==> src/rtl/world_map_addr_gen_pkg.sv <==
// Shared world-map constants and the 2-bit world pixel codes used by the display path.
// Screen coordinates are 11 bits; the map address is {map_row, map_col}, each half of MAP_ADDR_W.
package world_map_pkg;

  localparam int MAP_DIM     = 128;
  localparam int MAP_ADDR_W  = 14;
  localparam int WORLD_PIX_W = 2;
  localparam int PIX_COORD_W = 11;

  typedef enum logic [WORLD_PIX_W-1:0] {
    GROUND      = 2'd0,
    BLACK_LINE  = 2'd1,
    OBSTRUCTION = 2'd2,
    RESERVED    = 2'd3
  } world_pix_e;

endpackage

==> src/rtl/world_map_addr_gen_if.sv <==
// Timing-generator inputs and address/alignment outputs of world_map_addr_gen.
// WORLD_MAP_ADDR_GEN_SYNC_DELAY_EN adds the hsync/vsync inputs and their aligned copies.
interface world_map_addr_gen_if;
  import world_map_pkg::*;

  logic [PIX_COORD_W-1:0] pixel_row;
  logic [PIX_COORD_W-1:0] pixel_column;
  logic                   video_on;
  logic [MAP_ADDR_W-1:0]  vid_addr;
  logic                   out_of_map;
  logic                   video_on_aligned;

`ifdef WORLD_MAP_ADDR_GEN_SYNC_DELAY_EN
  logic hsync_in;
  logic vsync_in;
  logic hsync_aligned;
  logic vsync_aligned;

  modport master (
    output pixel_row, pixel_column, video_on, hsync_in, vsync_in,
    input  vid_addr, out_of_map, video_on_aligned, hsync_aligned, vsync_aligned
  );

  modport slave (
    input  pixel_row, pixel_column, video_on, hsync_in, vsync_in,
    output vid_addr, out_of_map, video_on_aligned, hsync_aligned, vsync_aligned
  );
`else
  modport master (
    output pixel_row, pixel_column, video_on,
    input  vid_addr, out_of_map, video_on_aligned
  );

  modport slave (
    input  pixel_row, pixel_column, video_on,
    output vid_addr, out_of_map, video_on_aligned
  );
`endif

endinterface

==> src/rtl/world_map_addr_gen_align_shift_reg.sv <==
// Fixed-depth delay line with a synchronous reset value; output is the input delayed DEPTH cycles.
// No flow control: one new sample is accepted every clock.
module align_shift_reg #(
  parameter int               WIDTH   = 1,
  parameter int               DEPTH   = 3,
  parameter logic [WIDTH-1:0] RST_VAL = '0
) (
  input  logic             clk,
  input  logic             reset,
  input  logic [WIDTH-1:0] i_dat,
  output logic [WIDTH-1:0] o_dat
);

  logic [WIDTH-1:0] r_pipe [DEPTH];

  always_ff @(posedge clk) begin
    if (reset) begin
      for (int i = 0; i < DEPTH; i++) r_pipe[i] <= RST_VAL;
    end else begin
      r_pipe[0] <= i_dat;
      for (int i = 1; i < DEPTH; i++) r_pipe[i] <= r_pipe[i-1];
    end
  end

  assign o_dat = r_pipe[DEPTH-1];

endmodule

==> src/rtl/world_map_addr_gen.sv <==
// Pixel row/column -> world-map BRAM address via step counters; address 1 cycle, video_on 1+ALIGN_STAGES cycles.
// No backpressure (one pixel per clock). WORLD_MAP_ADDR_GEN_SYNC_DELAY_EN also aligns hsync/vsync.
module world_map_addr_gen #(
  parameter int H_SCALE      = 8,
  parameter int V_SCALE      = 6,
  parameter int MAP_DIM      = world_map_pkg::MAP_DIM,
  parameter int ALIGN_STAGES = 2
) (
  input  logic                clk,
  input  logic                reset,
  world_map_addr_gen_if.slave bus
);
  import world_map_pkg::*;

  localparam int FW  = MAP_ADDR_W / 2;
  localparam int CW  = FW + 1;
  localparam int CSW = $clog2(H_SCALE);
  localparam int RSW = $clog2(V_SCALE);
  localparam int DLY = 1 + ALIGN_STAGES;
  localparam logic [CW-1:0] CNT_SAT = CW'(MAP_DIM);

  logic [CSW-1:0]        r_col_sub,     w_col_sub_nxt;
  logic [CW-1:0]         r_map_col_cnt, w_map_col_cnt_nxt;
  logic [RSW-1:0]        r_row_sub,     w_row_sub_nxt;
  logic [CW-1:0]         r_map_row_cnt, w_map_row_cnt_nxt;
  logic                  r_line_vld,    w_line_vld_nxt;
  logic                  r_video_d;
  logic [MAP_ADDR_W-1:0] r_vid_addr,    w_vid_addr_nxt;
  logic                  r_out_of_map,  w_out_of_map_nxt;

  logic          w_line_sync;
  logic          w_frame_sync;
  logic          w_eol;
  logic          w_active;
  logic [CW-1:0] w_col_eff;
  logic [CW-1:0] w_row_eff;

  function automatic logic [FW-1:0] sat_field(input logic [CW-1:0] cnt);
    return (cnt >= CNT_SAT) ? FW'(MAP_DIM - 1) : cnt[FW-1:0];
  endfunction

  assign w_line_sync  = bus.video_on && (bus.pixel_column == '0);
  assign w_frame_sync = w_line_sync && (bus.pixel_row == '0);
  // Only lines that were opened by a column-0 sync advance the row counter.
  assign w_eol        = r_video_d && !bus.video_on && r_line_vld;
  assign w_active     = bus.video_on && (w_line_sync || r_line_vld);
  assign w_col_eff    = w_line_sync  ? '0 : r_map_col_cnt;
  assign w_row_eff    = w_frame_sync ? '0 : r_map_row_cnt;

  always_comb begin
    w_col_sub_nxt     = r_col_sub;
    w_map_col_cnt_nxt = r_map_col_cnt;
    w_line_vld_nxt    = r_line_vld;
    if (w_line_sync) begin
      w_col_sub_nxt     = CSW'(1);
      w_map_col_cnt_nxt = '0;
      w_line_vld_nxt    = 1'b1;
    end else if (bus.video_on && r_line_vld) begin
      if (r_col_sub == CSW'(H_SCALE - 1)) begin
        w_col_sub_nxt = '0;
        if (r_map_col_cnt < CNT_SAT) w_map_col_cnt_nxt = r_map_col_cnt + CW'(1);
      end else begin
        w_col_sub_nxt = r_col_sub + CSW'(1);
      end
    end
  end

  always_comb begin
    w_row_sub_nxt     = r_row_sub;
    w_map_row_cnt_nxt = r_map_row_cnt;
    if (w_frame_sync) begin
      w_row_sub_nxt     = '0;
      w_map_row_cnt_nxt = '0;
    end else if (w_eol) begin
      if (r_row_sub == RSW'(V_SCALE - 1)) begin
        w_row_sub_nxt = '0;
        if (r_map_row_cnt < CNT_SAT) w_map_row_cnt_nxt = r_map_row_cnt + CW'(1);
      end else begin
        w_row_sub_nxt = r_row_sub + CSW'(0) + RSW'(1);
      end
    end
  end

  always_comb begin
    w_vid_addr_nxt   = r_vid_addr;
    w_out_of_map_nxt = 1'b1;
    if (w_active) begin
      w_vid_addr_nxt   = {sat_field(w_row_eff), sat_field(w_col_eff)};
      w_out_of_map_nxt = (w_row_eff >= CNT_SAT) || (w_col_eff >= CNT_SAT);
    end
  end

  always_ff @(posedge clk) begin
    if (reset) begin
      r_col_sub     <= '0;
      r_map_col_cnt <= '0;
      r_row_sub     <= '0;
      r_map_row_cnt <= '0;
      r_line_vld    <= 1'b0;
      r_video_d     <= 1'b0;
      r_vid_addr    <= '0;
      r_out_of_map  <= 1'b1;
    end else begin
      r_col_sub     <= w_col_sub_nxt;
      r_map_col_cnt <= w_map_col_cnt_nxt;
      r_row_sub     <= w_row_sub_nxt;
      r_map_row_cnt <= w_map_row_cnt_nxt;
      r_line_vld    <= w_line_vld_nxt;
      r_video_d     <= bus.video_on;
      r_vid_addr    <= w_vid_addr_nxt;
      r_out_of_map  <= w_out_of_map_nxt;
    end
  end

  assign bus.vid_addr   = r_vid_addr;
  assign bus.out_of_map = r_out_of_map;

  align_shift_reg #(
    .WIDTH   (1),
    .DEPTH   (DLY),
    .RST_VAL (1'b0)
  ) u_video_align (
    .clk   (clk),
    .reset (reset),
    .i_dat (bus.video_on),
    .o_dat (bus.video_on_aligned)
  );

`ifdef WORLD_MAP_ADDR_GEN_SYNC_DELAY_EN
  logic [1:0] w_sync_aligned;

  // Syncs are active-low, so the delay line resets to the inactive level.
  align_shift_reg #(
    .WIDTH   (2),
    .DEPTH   (DLY),
    .RST_VAL (2'b11)
  ) u_sync_align (
    .clk   (clk),
    .reset (reset),
    .i_dat ({bus.hsync_in, bus.vsync_in}),
    .o_dat (w_sync_aligned)
  );

  assign bus.hsync_aligned = w_sync_aligned[1];
  assign bus.vsync_aligned = w_sync_aligned[0];
`endif

endmodule

==> src/flat_wrapper.sv <==
// flat-port wrapper written by rule: the top's interface ports become plain ports
module world_map_addr_gen_flat import world_map_pkg::*;
#(
  parameter int H_SCALE      = 8,
  parameter int V_SCALE      = 6,
  parameter int MAP_DIM      = world_map_pkg::MAP_DIM,
  parameter int ALIGN_STAGES = 2
)
  (clk, reset, bus_pixel_row, bus_pixel_column, bus_video_on, bus_vid_addr, bus_out_of_map, bus_video_on_aligned);
  world_map_addr_gen_if bus_i ();
  input  logic clk;
  input  logic reset;
  input wire logic [$bits(bus_i.pixel_row)-1:0] bus_pixel_row;
  input wire logic [$bits(bus_i.pixel_column)-1:0] bus_pixel_column;
  input wire logic [$bits(bus_i.video_on)-1:0] bus_video_on;
  output wire logic [$bits(bus_i.vid_addr)-1:0] bus_vid_addr;
  output wire logic [$bits(bus_i.out_of_map)-1:0] bus_out_of_map;
  output wire logic [$bits(bus_i.video_on_aligned)-1:0] bus_video_on_aligned;
  assign bus_i.pixel_row = bus_pixel_row;
  assign bus_i.pixel_column = bus_pixel_column;
  assign bus_i.video_on = bus_video_on;
  assign bus_vid_addr = bus_i.vid_addr;
  assign bus_out_of_map = bus_i.out_of_map;
  assign bus_video_on_aligned = bus_i.video_on_aligned;
  world_map_addr_gen #(.H_SCALE(H_SCALE), .V_SCALE(V_SCALE), .MAP_DIM(MAP_DIM), .ALIGN_STAGES(ALIGN_STAGES)) u_core (.clk(clk), .reset(reset), .bus(bus_i));
endmodule
==> config.mk <==
export PLATFORM = sky130hd
export DESIGN_NAME = world_map_addr_gen_flat
export DESIGN_NICKNAME = d
export VERILOG_FILES = /design/src/rtl/world_map_addr_gen_pkg.sv /design/src/rtl/world_map_addr_gen_if.sv /design/src/rtl/world_map_addr_gen_align_shift_reg.sv /design/src/rtl/world_map_addr_gen.sv /design/src/flat_wrapper.sv
export SDC_FILE = /design/constraint.sdc
export NUM_CORES = 1
export LEC_CHECK = 0
export CAP_MARGIN = 10
export CORE_MARGIN = 8
export CORE_UTILIZATION = 51
export CTS_BUF_LIST = sky130_fd_sc_hd__clkbuf_4 sky130_fd_sc_hd__clkbuf_8
export DETAILED_ROUTE_END_ITERATION = 10
export GPL_TIMING_DRIVEN = 0
export PLACE_DENSITY = 0.81
export RECOVER_POWER = 100
export SYNTH_ARGS = -nofsm -noshare
export SYNTH_HDL_FRONTEND = slang
export SYNTH_SLANG_ARGS = --single-unit
==> constraint.sdc <==
create_clock -name clk -period 1.9 [get_ports clk]
set_input_delay 0.475 -clock clk [delete_from_list [all_inputs] [get_ports clk]]
set_output_delay 0.475 -clock clk [all_outputs]
set_load 0.03 [all_outputs]
After elaboration in Yosys (flattened, before gate mapping):

Memory sizes are Yosys's and may differ from the RTL's.
Cells that the tools add are included.
W data, S select, Z words.

* flip-flop bits (word level): 39
* RAM bits: 3
* input port bits: 25
* output and inout port bits: 16
* word-level logic and storage cells: 55
* memories: 1

* $add $sub $neg: 4
* $lt $le $gt $ge: 4
* equal/unequal tests: 2
* muxes and demuxes: 14
* bitwise gates (word level): 4
* reduce and logical (&&, ||, !) cells: 17

Memories
* u_core.u_video_align.r_pipe: depth 3, width 1, read ports 3, clocked after Yosys merged registers in 0, wr ports 3, line world_map_addr_gen_align_shift_reg.sv:14 `logic [WIDTH-1:0] r_pipe [DEPTH];`

Operators by type and width (count)
* $logic_not A11 Y1: 2
* $add A8 B1 Y8 const B: 2
* $ge A8 B8 Y1 const B: 2
* $lt A8 B8 Y1 const B: 2
* $mux W8: 2
* $mux W7: 2
* $mux W1: 8
* $add A3 B1 Y3 const B: 2
* $eq A3 B3 Y1 const B: 2
* $logic_and A1 B1 Y1: 6
* $mux W3: 2
* $reduce_and A3 Y1: 2
* $reduce_or A2 Y1: 3
* $or A1 B1 Y1: 3
* $logic_or A1 B1 Y1: 2
* $reduce_bool A2 Y1: 1
* $logic_not A1 Y1: 1
* $not A1 Y1: 1

Depth between registers and ports, before layout:

* depth after elaboration: 6
* mapped depth: 7
* depth with buffers taken out: 6

Modules after synthesis:

Synthesis repeated with hierarchy kept, for this count alone.

* cells, all modules: 200
* area, all modules: 1816.7 µm²

By module, submodules not included
* world_map_addr_gen: instances 1, cells an instance 194, area each 1737.9 µm², sequential area each 780.7 µm²
* align_shift_reg: instances 1, cells an instance 6, area each 78.8 µm², sequential area each 60.1 µm²

Least setup slack after synthesis:

OpenSTA, ideal clock, no wires.

* path kind: input to register
* start point: input bus_pixel_column[1]
* end point: register u_core.r_col_sub[1]
* library setup time: 0.117 ns
* arrival time: 1.498 ns
* data required time: 1.783 ns
* slack: 0.285 ns
* stages: 6
* buffers on the path: 2
* cells stage by stage: nor4_2 > nand3_2 > nand2b_1 > buf_2 > buf_2 > nor2_1

* word-level cells in the longest chain between the ends: 3

Ends and longest elaborated chain
* start: declaration: line flat_wrapper.sv:14 `input wire logic [$bits(bus_i.pixel_column)-1:0] bus_pixel_column;`
* $logic_not A11 Y1: line world_map_addr_gen.sv:42 `assign w_line_sync = bus.video_on && (bus.pixel_column == '0);`
* $logic_and A1 B1 Y1: line world_map_addr_gen.sv:42
* $reduce_or A2 Y1 (no source line)
* end signal: assignment: line world_map_addr_gen.sv:104 `r_col_sub <= w_col_sub_nxt;`
* end: declaration: line world_map_addr_gen.sv:22 `logic [CSW-1:0] r_col_sub, w_col_sub_nxt;`

Every way passes these cells.
A chain may end at the register's enable or synchronous reset.

Worst setup path after layout:

* start point: register u_core.r_vid_addr[9] (netlist: u_core.bus.vid_addr[9])
* end point: output bus_vid_addr[9]

RTL lines
* start: declaration: line world_map_addr_gen.sv:28 `logic [MAP_ADDR_W-1:0] r_vid_addr, w_vid_addr_nxt;`
* start signal: assignment: line world_map_addr_gen.sv:110 `r_vid_addr <= w_vid_addr_nxt;`
* end: declaration: line flat_wrapper.sv:16 `output wire logic [$bits(bus_i.vid_addr)-1:0] bus_vid_addr;`

No word-level cell between the ends.

==> flow_summary_export.csv <==
group,metric,value,unit
cts,clk_pin_slew_worst_paths,110,ps
timing,drv_slew,0,
logic_synthesis,ys_seq_elements,41,
routing,first_pass_iters,4,
logic_synthesis,synth_edf_count,0,
routing,ant_nets,0,
setup_path,worstPathRequired,1420,ps
logic_synthesis,syn_avg_cell_area,9.32,um2
routing,via_count,1512,
final_layout,nets,269,
cts,htreeDepth,2,
pwr,power,1.33,mW
logic_synthesis,yosysSeqAreaShare,45.7,%
timing,fin_crit,1860,ps
logic_synthesis,syn_area,1800,um2
final_layout,multi_input_area,905,um2
setup_path,path_max_fanout,2,
logic_synthesis,ys_top_cells_by_area,"dfxtp_1, nor3_1, nor2_1, a21oi_1, xor2_1",
timing,rsz0062_at_grt,"false",
cts,insertion_delay,350,ps
pwr,leakage,0.865,nW
setup_path,cp_cell_sequence,"clkdlybuf4s50_1",
place,dp_cells,279,
final_layout,syn_to_final_growth,24.6,%
routing,wl_per_cell,13.4,um
pwr,ir_worst_vdd,0.394,mV
logic_synthesis,synth.top_cell.area_share,45.7,%
logic_synthesis,synth.net_count,222,
setup_path,worstPathArrival,1380,ps
timing,hold_slack,450,ps
place,io_buffers,40,
timing,skew,10.8,ps
cts,cts_max_path_buffers,2,
logic_synthesis,ys_top_cells_by_count,"dfxtp_1, nor2_1, nor3_1, a21oi_1",
final_layout,diodes,0,
floorplan,die_h,75.4,um
place,dp_hpwl,2910,um
outcome,status,"complete, no violations",
final_layout,ff_latch_area,821,um2
logic_synthesis,synth_largest_area_cell,"dfxtp_1",
floorplan,start_util,53.5,%
logic_synthesis,yosysUniqueCellTypes,37,
global_route,track_usage,15.1,%
floorplan,pin_count,41,
cts,clkSinkCount,41,
routing,routed_via_density,5.31,
logic_synthesis,netlist_instances,193,
timing,slew-limit-headroom,73.4,%
setup_path,cp-start-kind,"flop",
routing,drt_iter0_drc,85,
timing,timing.fmax,539,MHz
timing,worst_pin_slew,401,ps
cts,cts_tree,"done",
setup_path,cpMaxStageDelayCell,"clkdlybuf4s50_1",
job,drv_cap,0,
routing,postRouteWirelength,3810,um
cts,hold_buffers,0,
final_layout,fin_cells,285,
floorplan,die_area,5680,um2
timing,timing.final.crit_share,97.6,%
cts,cts_buffers,5,
floorplan,die_w,75.4,um
cts,cts-root-buf,"clkbuf_4",
global_route,grt_max_degree,18,
timing,setup_ws,45.0,ps
logic_synthesis,synthMostInstantiatedCell,"dfxtp_1",
floorplan,row_count,21,
final_layout,drive_gt1_share,10.9,%
global_route,grt_pass1_wl,6600,um
routing,drc,0,
setup_path,crit_family,"buffers and inverters",
logic_synthesis,synthFlopType,"dfxtp_1",
timing,hold_violations,0,
worst_hold_path,hold_class,"flop to flop",
setup_path,cp_num_buf_inv,1,
floorplan,coreArea,3360,um2
setup_path,critPathMaxStageDelay,670,ps
global_route,grt_pass1_vias,1531,
timing,finalSetupViolations,0,
logic_synthesis,ys_warn_count,0,
global_route,overflow,0,
global_route,grt_antenna_before_repair,0,
pwr,powerDensity,596,nW/um2
setup_path,path_class,"flop to output port",
final_layout,nFillCells,316,
setup_path,crit_path_end_kind,"output port",
place,place_ws,-420,ps
logic_synthesis,ys_async_sr_fraction,0,%
place,gp_congestion,0.807,
[state kept, by name, summed over array words and instances, names as in the netlist]
signal / cells
u_core.r_row_sub: 3
u_core.bus.out_of_map: 1
u_core.u_video_align.r_pipe: 3
u_core.r_col_sub: 3
u_core.r_map_row_cnt: 8
u_core.r_line_vld: 1
u_core.bus.vid_addr: 14
u_core.r_map_col_cnt: 8
[layer usage]
metal / GRT usage [%] / routed length (um) / vias up
li1: - / - / 772
met1: 15.8 / 1640 / 704
met2: 27.7 / 1970 / 27
met3: 4.61 / 143 / 9
met4: 5.33 / 55 / 0
met5: 0 / 0 / -
[where the power goes]
| part | switching (mW) | internal, mW | total, mW |
|---|---|---|---|
| sequential | 0.00175 | 0.862 | 0.863 |
| clock | 0.257 | 0.128 | 0.386 |
| combinational | 0.0300 | 0.0556 | 0.0856 |
[what timing repair did]
item                       CTS  global route
gates resized for setup      0            10
cloned                       0             0
setup endpoints to repair   20            26
setup buffers                1             0
pin swaps                    1             0
[final cells by class]
class / count / area share (%)
buffer: 8 / 2.29
clock buffer: 5 / 1.68
clock inverter: 1 / 0.223
inverter: 3 / 0.503
multi-input combinational: 140 / 40.4
sequential: 41 / 36.6
tap: 46 / 2.57
timing repair buffer: 41 / 15.7
[worst paths after layout]
| check | startpoint | end | slack (ps) | cells past startpoint |
|---|---|---|---|---|
| worst min-delay path | u_core.u_video_align.r_pipe[0][1] | u_core.u_video_align.r_pipe[0][2] | 450 | 1 |
| worst max-delay path | u_core.bus.vid_addr[9] | bus_vid_addr[9] | 40 | 1 |
| worst max register to register | u_core.r_col_sub[0] | u_core.r_map_col_cnt[7] | 280 | 7 |
| worst min register to register | u_core.u_video_align.r_pipe[0][1] | u_core.u_video_align.r_pipe[0][2] | 450 | 1 |
[placed cells by master (no fill, tap or decap), types with 2 or more instances in the layout]
master	count
a211oi_1	4
a21oi_1	14
a31oi_1	2
and3_1	3
buf_2	5
clkbuf_1	9
clkbuf_4	7
clkdlybuf4s50_1	30
dfxtp_1	41
ha_1	4
inv_1	3
mux2i_1	2
nand2_1	7
nand2b_1	2
nand3_1	5
nand4_1	4
nor2_1	29
nor2_2	2
nor2b_1	3
nor3_1	25
nor4_1	2
nor4_2	3
nor4_4	2
o21ai_0	2
xnor2_1	6
xor2_1	7
[stage by stage]
step	utilization [%]	instance area [um2]	setup TNS, ps
2_1_floorplan	-	1800	0
3_3_place_gp	67.1	2260	-10170
3_5_place_dp	67.1	2260	-11180
4_1_cts	68.4	2300	0
5_1_grt	66.6	2240	0
6_report	66.6	2240	0
[cells by family (layout without fill, tap and decap cells)]
logic type | count (synthesis) | count (layout) | share of synthesized area, %
and+or+nand+nor | 98 | 98 | 32.6
DFF | 41 | 41 | 45.7
muxes | 2 | 2 | 1.11
AOI/OAI and AO/OA | 23 | 23 | 7.86
adders and majority gates | 4 | 4 | 2.78
buffers and inverters | 12 | 58 | 3.62
xor gates and xnor gates | 13 | 13 | 6.33
Note: power is estimated with default switching activity, not from simulation.
